**config.mk**
```make
export PLATFORM = sky130hd
export DESIGN_NAME = alu_rr_scheduler
export DESIGN_NICKNAME = d
export VERILOG_FILES = /design/src/rtl/alu_sched_pkg.sv /design/src/rtl/alu.sv /design/src/rtl/alu_rr_pick.sv /design/src/rtl/alu_rr_scheduler.sv
export SDC_FILE = /design/constraint.sdc
export NUM_CORES = 1
export LEC_CHECK = 0
export ABC_AREA = 0
export BUFFER_PORTS_ARGS = -buffer_cell sky130_fd_sc_hd__buf_2
export CORE_ASPECT_RATIO = 1.1
export CORE_UTILIZATION = 25
export DETAILED_ROUTE_END_ITERATION = 10
export HOLD_SLACK_MARGIN = 0.12
export PLACE_DENSITY = 0.45
export SLEW_MARGIN = 30
export SYNTH_ARGS = -nofsm -noshare
export SYNTH_HDL_FRONTEND = slang
export SYNTH_SLANG_ARGS = --single-unit
```
**constraint.sdc**
```tcl
create_clock -name clk -period 4.4 [get_ports clk]
set_input_delay 0.44 -clock clk [delete_from_list [all_inputs] [get_ports clk]]
set_output_delay 0.44 -clock clk [all_outputs]
set_load 0.01 [all_outputs]
```
**src/rtl/alu_sched_pkg.sv**
```systemverilog
// rtl/alu_sched_pkg.sv - shared types and control-word constants for the ALU round-robin scheduler
package alu_sched_pkg;

  typedef enum logic [1:0] {
    IDLE = 2'd0,
    BUSY = 2'd1,
    RESP = 2'd2
  } state_t;

  localparam int CTL_ZX = 5;
  localparam int CTL_NX = 4;
  localparam int CTL_ZY = 3;
  localparam int CTL_NY = 2;
  localparam int CTL_F  = 1;
  localparam int CTL_NO = 0;

  localparam logic [5:0] ADD    = 6'b000010;
  localparam logic [5:0] SUB_XY = 6'b010011;
  localparam logic [5:0] ZERO   = 6'b101010;
  localparam logic [5:0] NEG1   = 6'b111010;
  localparam logic [5:0] AND    = 6'b000000;

endpackage

```
**src/rtl/alu.sv**
```systemverilog
// rtl/alu.sv - Hack-style 16-bit combinational ALU shared by the scheduler
module alu (
  input  logic [15:0] x,
  input  logic [15:0] y,
  input  logic        zx,
  input  logic        nx,
  input  logic        zy,
  input  logic        ny,
  input  logic        f,
  input  logic        no,
  output logic [15:0] out,
  output logic        zr,
  output logic        ng
);

  logic [15:0] x_z, x_n, y_z, y_n, res;

  assign x_z = zx ? 16'h0000 : x;
  assign x_n = nx ? ~x_z : x_z;
  assign y_z = zy ? 16'h0000 : y;
  assign y_n = ny ? ~y_z : y_z;
  assign res = f ? (x_n + y_n) : (x_n & y_n);
  assign out = no ? ~res : res;
  assign zr  = (out == 16'h0000);
  assign ng  = out[15];

endmodule

```
**src/rtl/alu_rr_pick.sv**
```systemverilog
// rtl/alu_rr_pick.sv - two-way round-robin picker; on contention the requester other than last_id wins
module alu_rr_pick (
  input  logic valid0,
  input  logic valid1,
  input  logic last_id,
  output logic grant,
  output logic any
);

  assign any   = valid0 | valid1;
  assign grant = (valid0 & valid1) ? ~last_id : valid1;

endmodule

```
**src/rtl/alu_rr_scheduler.sv**
```systemverilog
// rtl/alu_rr_scheduler.sv - shares one ALU between two requesters; ALU_RR_STATS_EN adds per-requester grant counters
module alu_rr_scheduler
  import alu_sched_pkg::*;
#(
  parameter int ALU_LAT = 1
`ifdef ALU_RR_STATS_EN
  ,
  parameter int STAT_W = 16
`endif
) (
  input  logic        clk,
  input  logic        rst,
  input  logic        req0_valid,
  output logic        req0_ready,
  input  logic [15:0] req0_x,
  input  logic [15:0] req0_y,
  input  logic [5:0]  req0_ctl,
  input  logic        req1_valid,
  output logic        req1_ready,
  input  logic [15:0] req1_x,
  input  logic [15:0] req1_y,
  input  logic [5:0]  req1_ctl,
  output logic        rsp_valid,
  input  logic        rsp_ready,
  output logic [15:0] rsp_out,
  output logic        rsp_zr,
  output logic        rsp_ng,
  output logic        rsp_id
`ifdef ALU_RR_STATS_EN
  ,
  input  logic              stat_clr,
  output logic [STAT_W-1:0] stat0,
  output logic [STAT_W-1:0] stat1
`endif
);

  if (ALU_LAT < 1 || ALU_LAT > 4) begin : g_bad_lat
    $error("alu_rr_scheduler: ALU_LAT must be in 1..4");
  end

  localparam logic [1:0] CNT_INIT = 2'(ALU_LAT - 1);

  state_t      state;
  logic        last_id;
  logic [15:0] lat_x, lat_y;
  logic [5:0]  lat_ctl;
  logic [1:0]  cnt;
  logic        grant, any, accept;
  logic [15:0] alu_out;
  logic        alu_zr, alu_ng;

  alu_rr_pick u_pick (
    .valid0  (req0_valid),
    .valid1  (req1_valid),
    .last_id (last_id),
    .grant   (grant),
    .any     (any)
  );

  // The ALU only ever sees latched operands, so requesters may change inputs after acceptance.
  alu u_alu (
    .x   (lat_x),
    .y   (lat_y),
    .zx  (lat_ctl[CTL_ZX]),
    .nx  (lat_ctl[CTL_NX]),
    .zy  (lat_ctl[CTL_ZY]),
    .ny  (lat_ctl[CTL_NY]),
    .f   (lat_ctl[CTL_F]),
    .no  (lat_ctl[CTL_NO]),
    .out (alu_out),
    .zr  (alu_zr),
    .ng  (alu_ng)
  );

  assign accept     = (state == IDLE) & any;
  assign req0_ready = (state == IDLE) & req0_valid & ~grant;
  assign req1_ready = (state == IDLE) & req1_valid & grant;
  assign rsp_valid  = (state == RESP);

  always_ff @(posedge clk or posedge rst) begin
    if (rst) begin
      state   <= IDLE;
      last_id <= 1'b1;
      lat_x   <= 16'h0000;
      lat_y   <= 16'h0000;
      lat_ctl <= 6'b000000;
      cnt     <= 2'd0;
      rsp_out <= 16'h0000;
      rsp_zr  <= 1'b0;
      rsp_ng  <= 1'b0;
      rsp_id  <= 1'b0;
    end else begin
      case (state)
        IDLE: begin
          if (accept) begin
            lat_x   <= grant ? req1_x : req0_x;
            lat_y   <= grant ? req1_y : req0_y;
            lat_ctl <= grant ? req1_ctl : req0_ctl;
            last_id <= grant;
            cnt     <= CNT_INIT;
            state   <= BUSY;
          end
        end
        BUSY: begin
          if (cnt == 2'd0) begin
            rsp_out <= alu_out;
            rsp_zr  <= alu_zr;
            rsp_ng  <= alu_ng;
            rsp_id  <= last_id;
            state   <= RESP;
          end else begin
            cnt <= cnt - 2'd1;
          end
        end
        RESP: begin
          if (rsp_ready) state <= IDLE;
        end
        default: state <= IDLE;
      endcase
    end
  end

`ifdef ALU_RR_STATS_EN
  localparam logic [STAT_W-1:0] STAT_ONE = STAT_W'(1);

  // Clear takes priority over a same-cycle grant; counters stick at all-ones.
  always_ff @(posedge clk or posedge rst) begin
    if (rst) begin
      stat0 <= '0;
      stat1 <= '0;
    end else if (stat_clr) begin
      stat0 <= '0;
      stat1 <= '0;
    end else begin
      if (accept & ~grant & ~(&stat0)) stat0 <= stat0 + STAT_ONE;
      if (accept & grant & ~(&stat1))  stat1 <= stat1 + STAT_ONE;
    end
  end
`endif

endmodule

```
==> results.yml, run 1 <==
logic_synthesis:
  synth_flop_cell: "dfrtp_1"
  synthArstFlopShare_pct: 100.0
  synth_enable_flop_cells: 0
  ys_ff_latch: 61
  yosys_warnings: 0
  synth.distinct_cells: 57
  syn_inst: 507
  avgSynthCellArea_um2: 8.805
  ys_seq_area_share_pct: 34.22
  synth_area_um2: 4464
  syn_nets: 606
worst_setup_path:
  cp_slowest_cell: "or4_4"
  crit_buf_inv: 0
  crit_path_start_kind: "flip-flop"
  slowest_delay_ns: 0.50
  cp_top_family: "simple AND/OR/NAND/NOR gates"
  worstPathArrival_ns: 4.01
  path_class: "flip-flop to flip-flop"
  path_max_fanout: 17
  cp_cell_sequence: "nand2b_1, xnor2_1, ha_1, fa_1, a211o_1, a2111oi_4, or3_1, nand3_2, or4_4, a211oi_2, nand4_1, o31ai_2"
  worstPathRequired_ns: 4.65
  end_kind: "flip-flop"
global_routing:
  grt_pass1_wl_mm: 19.22
  grt_use_total_pct: 13.72
  grt_pass1_vias: 3790
  antenna_found_initial: 0
  grt_start_max_net_pins: 59
  grt_overflow: 0
detailed_routing:
  drt_iter0_markers: 193
  drc: 0
  ant_nets: 0
  drt-wirelength-per-cell_um: 13.86
  drt_wl_total_mm: 11.58
  vias: 3823
  viasPerCell: 4.578
  first_pass_iters: 4
sta:
  fin_crit_ns: 3.756
  setup_viol: 0
  slew_viol_final: 0
  final-hold-violation-count: 0
  slew_headroom_pct: 54.17
  max_freq_mhz: 266.3
  tightest_slew_ns: 0.6875
  fin_tns_setup_ns: 0
  rsz0062_at_grt: "no"
  skew_ns: 0.008121
  finalCritPeriodShare_pct: 85.36
clock_tree:
  path_clk_slew_ns: 0.05
  cts.sinks: 61
  post_cts_buffers: 0
  numCtsBuffers: 9
  clk_latency_ns: 0.34
  root_buffer: "clkbuf_16"
  ctsResizeCount: 0
  cts_tree: "built"
  htree_levels: 3
  hold_buffers: 0
  clk_path_buf_depth: 2
cells_and_area:
  diodes: 0
  nets: 695
  fillers: 1901
  ff_latch_area_um2: 1528
  drive_above_1_share_pct: 22.80
  area_growth_pct: 22.67
  multiInputGateArea_um2: 2754
floorplan:
  core-area_um2: 17270
  die_x_um: 129.4
  dieHeight_um: 142.2
  initial_core_util_pct: 25.86
  dieArea_um2: 18400
  ios: 103
  rows: 50
outcome:
  status: "completed"
placed_design:
  gp_congestion: 0.7870
  dpl.hpwl_mm: 9.165
  io_buffer_count: 102
flow_run:
  maxCapViolations: 0
min_path:
  worstHoldPathType: "primary input to asynchronous set/reset pin"
-- routing by layer --
layer / track usage (%) / part of all wire [%] / vias to the layer above / wire length, µm
met5: 0 / 0 / - / 0
met4: 4.345 / 1.5 / 0 / 173
met3: 3.947 / 3.6 / 11 / 422
met2: 22.98 / 49 / 82 / 5691
met1: 16.85 / 46 / 1775 / 5290
li1: - / - / 1955 / -
-- final cells by class --
class,count,area share (%)
multi-input combinational,395,50.29
inverter,20,1.371
clock buffer,14,4.638
sequential,61,27.90
timing repair buffer,109,10.28
tap,234,5.346
clock inverter,2,0.1828
-- flip-flops by register name (all words and copies together) (netlist names) --
| register | count |
|---|---|
| state | 2 |
| lat_x | 16 |
| rsp_id | 1 |
| cnt | 2 |
| rsp_zr | 1 |
| lat_y | 16 |
| last_id | 1 |
| lat_ctl | 6 |
| rsp_out | 16 |
-- placed cells by master, fill, tap and decap left out, types with 9 or more instances in the layout --
master / instances
nand2b_1: 37
xnor2_1: 50
mux2i_1: 44
nor2_1: 51
o21ai_0: 25
dfrtp_1: 60
clkbuf_16: 9
ha_1: 17
nand2_1: 30
buf_2: 102
inv_1: 18
a21oi_1: 43
-- worst reg2reg max path: stages, from the launching register on --
cell	delay, ns
dfrtp_1	0.49
nand2b_1	0.21
xnor2_1	0.17
ha_1	0.28
fa_1	0.47
a211o_1	0.33
a2111oi_4	0.43
or3_1	0.19
nand3_2	0.10
or4_4	0.50
a211oi_2	0.18
nand4_1	0.13
o31ai_2	0.18
-- cells in the mapped netlist (all sizes together) (3+ instances only) --
cell type / instances / area share [%]
dfrtp: 60 / 34
nor2: 51 / 4.3
a211o: 3 / 0.59
a31oi: 4 / 0.56
xnor2: 50 / 9.8
o2111ai: 4 / 0.78
a211oi: 7 / 1.3
mux2i: 44 / 9.9
inv: 20 / 1.7
o221ai: 3 / 0.59
clkbuf: 22 / 1.8
o22ai: 3 / 0.42
nand2: 30 / 2.5
or3: 3 / 0.42
a2111oi: 3 / 1.0
and3: 5 / 0.70
nor3: 5 / 0.56
nor2b: 3 / 0.42
nand3b: 5 / 0.84
o21a: 6 / 1.0
o21ai: 27 / 3.0
buf: 9 / 0.84
ha: 17 / 4.8
a21o: 5 / 0.87
a21oi: 43 / 4.8
o211ai: 4 / 0.67
nand2b: 37 / 5.2
nand3: 7 / 0.90
mux2: 3 / 0.76
-- worst paths after layout --
check / cells past startpoint / from / to / slack [ns]
min reg2reg: 2 / rsp_out[1] / rsp_out[1] / 0.47
max reg2reg: 12 / lat_ctl[5] / rsp_zr / 0.64
max: 12 / lat_ctl[5] / rsp_zr / 0.64
max in group asynchronous: 3 / rst / last_id / 3.34
min in group clk: 2 / rsp_ready / state[1] / 0.30
min: 2 / rst / cnt[0] / 0.17
-- metrics by stage --
stage	cells	hold WS, ns	instance area [µm²]	util (%)	setup slack (ns)
floorplan	507	0.4485	4464	-	0.5942
global placement	819	0.4589	5213	30.19	0.7417
detailed placement	819	0.4664	5213	30.19	0.6435
CTS	835	0.1718	5477	31.72	0.6428
global route	835	0.2108	5477	31.72	0.3804
finish	835	0.1654	5477	31.72	0.6442
-- logic make-up after synthesis --
family / Yosys count / synth area share (%)
buf+inv: 51 / 4.372
mux: 47 / 10.62
simple gates: 154 / 17.38
compound gates: 126 / 18.39
xor+xnor: 50 / 9.809
flops: 61 / 34.22
fa+ha+maj: 18 / 5.213
Power of run 1 is left out: the tool's default activity adds up to more than one toggle a clock period on the data nets, which glitch-free logic cannot reach.
==> run 2, diff against run 1 <==
Settings changed: CTS_CLUSTER_SIZE set to 14, SYNTH_HIERARCHICAL set to 1.
==> run 2 against run 1 <==
Wire length fell by 10%. Sequential cell count rose by 1. Clock skew fell by 0.0033 ns. Critical endpoint unchanged. Area after synthesis rose by 3.1%. First-iteration DRC count fell by 27%. Sequential share of layout area fell by 0.24 points.
==> results.yml, run 2 <==
logic_synthesis:
  yosysTopAreaCellShare_pct: 33.17
  synth_area_leaders: "dfrtp_1 (33%), mux2_2 (21%), xnor2_1 (9.7%), nand2b_1 (4.8%), ha_1 (4.6%)"
  synth.distinct_cells: 56
  synth_area_um2: 4602
  yosys-top-cells-count: "mux2_2 (86), dfrtp_1 (61), xnor2_1 (51), nand2b_1 (35), ha_1 (17)"
  syn_inst: 415
  ys_ff_latch: 62
  synthArstFlopShare_pct: 100.0
  synth_flop_cell: "dfrtp_1"
  avgSynthCellArea_um2: 11.09
  yosysTopAreaCell: "dfrtp_1"
  synth_enable_flop_cells: 0
  ys_seq_area_share_pct: 33.74
  synth.most_common_cell: "mux2_2"
  yosys_warnings: 6
  syn_nets: 514
sta:
  setup_viol: 0
  fin_ws_ns: 0.4541
  rsz0062_at_grt: "no"
  slew_viol_final: 0
  finalCritPeriodShare_pct: 89.68
  skew_ns: 0.004856
  tightest_slew_ns: 0.9099
  max_freq_mhz: 253.4
  slew_headroom_pct: 39.34
  final-hold-violation-count: 0
  fin_tns_setup_ns: 0
  fin_crit_ns: 3.946
cells_and_area:
  mostFrequentLayoutCells: "buf_2 (102), mux2_2 (86), dfrtp_1 (61)"
  nets: 608
  diodes: 0
  area_growth_pct: 22.00
  utilization_pct: 31.42
  final_common_cell: "buf_2"
  top_regs: "lat_x: 16 flops, lat_y: 16 flops, rsp_out: 16 flops"
  drive_above_1_share_pct: 44.36
detailed_routing:
  viasPerCell: 4.443
  drc: 0
  drt-wirelength-per-cell_um: 13.85
  first_pass_iters: 4
  drt_wl_total_mm: 10.42
  drt_iter0_markers: 140
  vias: 3341
  ant_nets: 0
global_routing:
  antenna_found_initial: 0
  grt_overflow: 0
  grt_use_total_pct: 11.63
  grt_start_max_net_pins: 63
  grt_pass1_wl_mm: 17.29
  grt_pass1_vias: 3369
worst_setup_path:
  cp_slowest_cell: "or4b_1"
  path_max_fanout: 17
  slowest_delay_ns: 0.59
  worstPathRequired_ns: 4.67
  crit_path_start_kind: "flip-flop"
  path_common_cell: "xnor2_1"
  worstPathArrival_ns: 4.22
  end_kind: "flip-flop"
  path_class: "flip-flop to flip-flop"
  cp_top_family: "compound AO/OA/AOI/OAI gates"
  cp_cell_sequence: "nand2b_1, xnor2_1, ha_1, fa_1, a21o_1, a221oi_2, o21ai_1, a31oi_1, xnor2_1, mux2i_1, or4b_1, a2111oi_2, mux2_2"
  crit_buf_inv: 0
placed_design:
  io_buffer_count: 102
  dp_slack_ns: 0.4202
  gp_congestion: 0.7789
  dpl.hpwl_mm: 8.077
clock_tree:
  path_clk_slew_ns: 0.05
  clk_latency_ns: 0.33
  clk_path_buf_depth: 2
  hold_buffers: 0
  root_buffer: "clkbuf_16"
  htree_levels: 3
  cts.sinks: 62
  ctsResizeCount: 0
  cts_tree: "built"
  numCtsBuffers: 9
  post_cts_buffers: 0
floorplan:
  dieHeight_um: 144.3
  rows: 51
  core-area_um2: 17870
  dieArea_um2: 18950
  ios: 103
  die_x_um: 131.4
  initial_core_util_pct: 25.76
outcome:
  status: "completed"
flow_run:
  maxCapViolations: 0
min_path:
  worstHoldPathType: "primary input to flip-flop"
==> run 2: changes by cell type after synthesis, sizes merged, moves of 5 or more <==
cell    change
mux2i      -32
a211oi      -6
nand2      -24
o21ai      -19
o21a        -5
clkbuf     -13
a21oi      -30
xor2       +11
nor2       -38
nand3       -5
buf         +7
inv        -12
mux2       +96
==> run 2: per-stage QoR <==
stage / std cells / instance area [µm²] / hold WS, ns
after floorplan: 415 / 4602 / 0.4742
after global placement: 735 / 5320 / 0.4875
after detailed placement: 735 / 5320 / 0.4897
after CTS: 751 / 5603 / 0.2981
after global routing: 752 / 5614 / 0.3070
final: 752 / 5614 / 0.3073
==> run 2: routing by layer <==
layer | global-route usage, % | up-vias | part of all wire, %
met5 | 0 | - | 0
met4 | 5.753 | 0 | 2.2
met3 | 2.173 | 14 | 3.6
met2 | 18.62 | 83 | 45
met1 | 15.10 | 1588 | 49
li1 | - | 1656 | -
==> run 2: area by class of cell <==
| cell class | instances | area (µm²) |
|---|---|---|
| multi-input combinational | 320 | 2892 |
| clock buffer | 15 | 277.8 |
| sequential | 62 | 1553 |
| timing repair buffer | 108 | 559.3 |
| inverter | 8 | 30.03 |
| tap | 238 | 297.8 |
| clock inverter | 1 | 5.005 |
| fill | 1872 | 12250 |
==> run 2: final timing paths <==
check / start / endpoint / slack (ns) / depth (start not counted)
max: lat_ctl[3] / rsp_zr / 0.45 / 13
min: rsp_ready / state[1] / 0.31 / 2
max reg2reg: lat_ctl[3] / rsp_zr / 0.45 / 13
min reg2reg: rsp_out[6] / rsp_out[6] / 0.50 / 1
max in group asynchronous: rst / lat_y[10] / 3.53 / 3
min in group asynchronous: rst / rsp_out[2] / 0.34 / 3
==> run 2: worst register-to-register path: stages (launching register included) <==
cell and delay, ns:
dfrtp_1 0.52, nand2b_1 0.23, xnor2_1 0.13, ha_1 0.23
fa_1 0.43, a21o_1 0.21, a221oi_2 0.34, o21ai_1 0.14
a31oi_1 0.22, xnor2_1 0.14, mux2i_1 0.15, or4b_1 0.59
a2111oi_2 0.36, mux2_2 0.20
==> run 2: cell families after synthesis <==
family          synth area share, %
compound gates                7.504
xor+xnor                      11.80
mux                           27.73
simple gates                  10.50
flops                         33.74
fa+ha+maj                     5.057
buf+inv                       3.670
Power of run 2 is left out for the same reason.
==> run 3, diff against run 2 <==
Settings changed: CTS_BUF_LIST set to sky130_fd_sc_hd__clkbuf_8.
==> run 3 against run 2 <==
Highest routed layer unchanged. Critical endpoint unchanged. Hold slack worse by 0.021 ns. Via count fell by 0.27%. First-iteration DRC count increased by 5.7%. Largest cell class unchanged.
==> results.yml, run 3 (synthesized netlist as in run 2, its figures left out) <==
outcome:
  status: "completed"
detailed_routing:
  drc: 0
  drt_wl_total_mm: 10.40
  viasPerCell: 4.431
  first_pass_iters: 4
  vias: 3332
  drt_iter0_markers: 148
  ant_nets: 0
  drt-wirelength-per-cell_um: 13.84
floorplan:
  die_x_um: 131.4
  rows: 51
  dieArea_um2: 18950
  initial_core_util_pct: 25.76
  ios: 103
  core-area_um2: 17870
  dieHeight_um: 144.3
clock_tree:
  root_buffer: "clkbuf_8"
  path_clk_slew_ns: 0.06
  post_cts_buffers: 0
  cts_tree: "built"
  htree_levels: 3
  hold_buffers: 0
  ctsResizeCount: 0
  clk_latency_ns: 0.35
  numCtsBuffers: 9
  clk_path_buf_depth: 2
  cts.sinks: 62
global_routing:
  grt_pass1_wl_mm: 17.31
  grt_start_max_net_pins: 63
  antenna_found_initial: 0
  grt_use_total_pct: 11.65
  grt_overflow: 0
  grt_pass1_vias: 3359
sta:
  slew_viol_final: 0
  fin_tns_setup_ns: 0
  tightest_slew_ns: 0.8957
  rsz0062_at_grt: "no"
  skew_ns: 0.004861
  final-hold-violation-count: 0
  finalCritPeriodShare_pct: 89.72
  fin_crit_ns: 3.948
  holdWs_ns: 0.2860
  max_freq_mhz: 253.3
  setup_viol: 0
  slew_headroom_pct: 40.29
worst_setup_path:
  path_common_cell: "xnor2_1"
  ff2ff_path_depth: 13
  crit_path_start_kind: "flip-flop"
  path_class: "flip-flop to flip-flop"
  worstPathRequired_ns: 4.70
  cp_slowest_cell: "or4b_1"
  reg2reg_to: "rsp_zr"
  slowest_delay_ns: 0.59
  path_max_fanout: 17
  cp_cell_sequence: "nand2b_1, xnor2_1, ha_1, fa_1, a21o_1, a221oi_2, o21ai_1, a31oi_1, xnor2_1, mux2i_1, or4b_1, a2111oi_2, mux2_2"
  r2r-start: "lat_ctl[5]"
  end_kind: "flip-flop"
  ff2ff_setup_slack_ns: 0.45
  worstPathArrival_ns: 4.24
cells_and_area:
  utilization_pct: 30.85
  fillers: 1882
  diodes: 0
  design_area_um2: 5513
  drive_above_1_share_pct: 44.36
  top_regs: "lat_x: 16 flops, lat_y: 16 flops, rsp_out: 16 flops"
  area_growth_pct: 19.79
  final_common_cell: "buf_2"
  nets: 608
  mostFrequentLayoutCells: "buf_2 (102), mux2_2 (86), dfrtp_1 (61)"
min_path:
  worstHoldPathType: "primary input to flip-flop"
  min_from: "rsp_ready"
  hold_path_depth: 2
  hold_path_end: "state[1]"
placed_design:
  io_buffer_count: 102
  gp_congestion: 0.7789
  place_area_um2: 5320
  dpl.hpwl_mm: 8.077
flow_run:
  maxCapViolations: 0
[run 3: cell count changes in the layout (fill, tap and decap cells not counted)]
cell,previous run,this run
clkbuf_16,9,0
clkbuf_1,3,0
clkbuf_8,3,12
inv_1,7,10
[run 3: worst max path at each step]
stage / start / slack (ns) / end / cells after the start
after detailed placement: lat_ctl[3] / 0.42 / rsp_zr / 13
after global routing: lat_ctl[3] / 0.14 / rsp_zr / 13
final: lat_ctl[5] / 0.45 / rsp_zr / 13
after CTS: lat_ctl[5] / 0.41 / rsp_zr / 13
after global placement: lat_ctl[5] / 0.52 / rsp_zr / 13
after floorplan: lat_ctl[2] / 0.31 / rsp_zr / 14
[run 3: critical path, delay by kind of cell, from the launching register on]
kind	cells	cell delay [ns]
AO/OA/AOI/OAI	5	1.27
AND/OR/NAND/NOR	2	0.81
adder cells (fa/ha/maj)	2	0.68
flip-flops	1	0.50
multiplexers	2	0.35
XOR/XNOR	2	0.28
[run 3: routing by layer]
metal  GRT usage (%)  up-vias  share of wire [%]
li1                -     1653                  -
met1           15.02     1583                 49
met2           18.67       81                 45
met3           2.278       15                3.7
met4           5.753        0                1.9
met5               0        -                  0
[run 3: layout make-up]
class / instances / area (µm²) / area share [%]
multi-input combinational: 320 / 2892 / 52.45
sequential: 62 / 1553 / 28.17
timing repair buffer: 108 / 559.3 / 10.15
tap: 238 / 297.8 / 5.402
clock buffer: 12 / 165.2 / 2.996
inverter: 8 / 30.03 / 0.5447
clock inverter: 4 / 16.27 / 0.2951
[run 3: through the flow]
stage               worst slack, ns  std cells
floorplan                    0.3115        415
global placement             0.5178        735
detailed placement           0.4202        735
CTS                          0.4130        751
global route                 0.1443        752
finish                       0.4524        752
Power of run 3 is left out for the same reason.
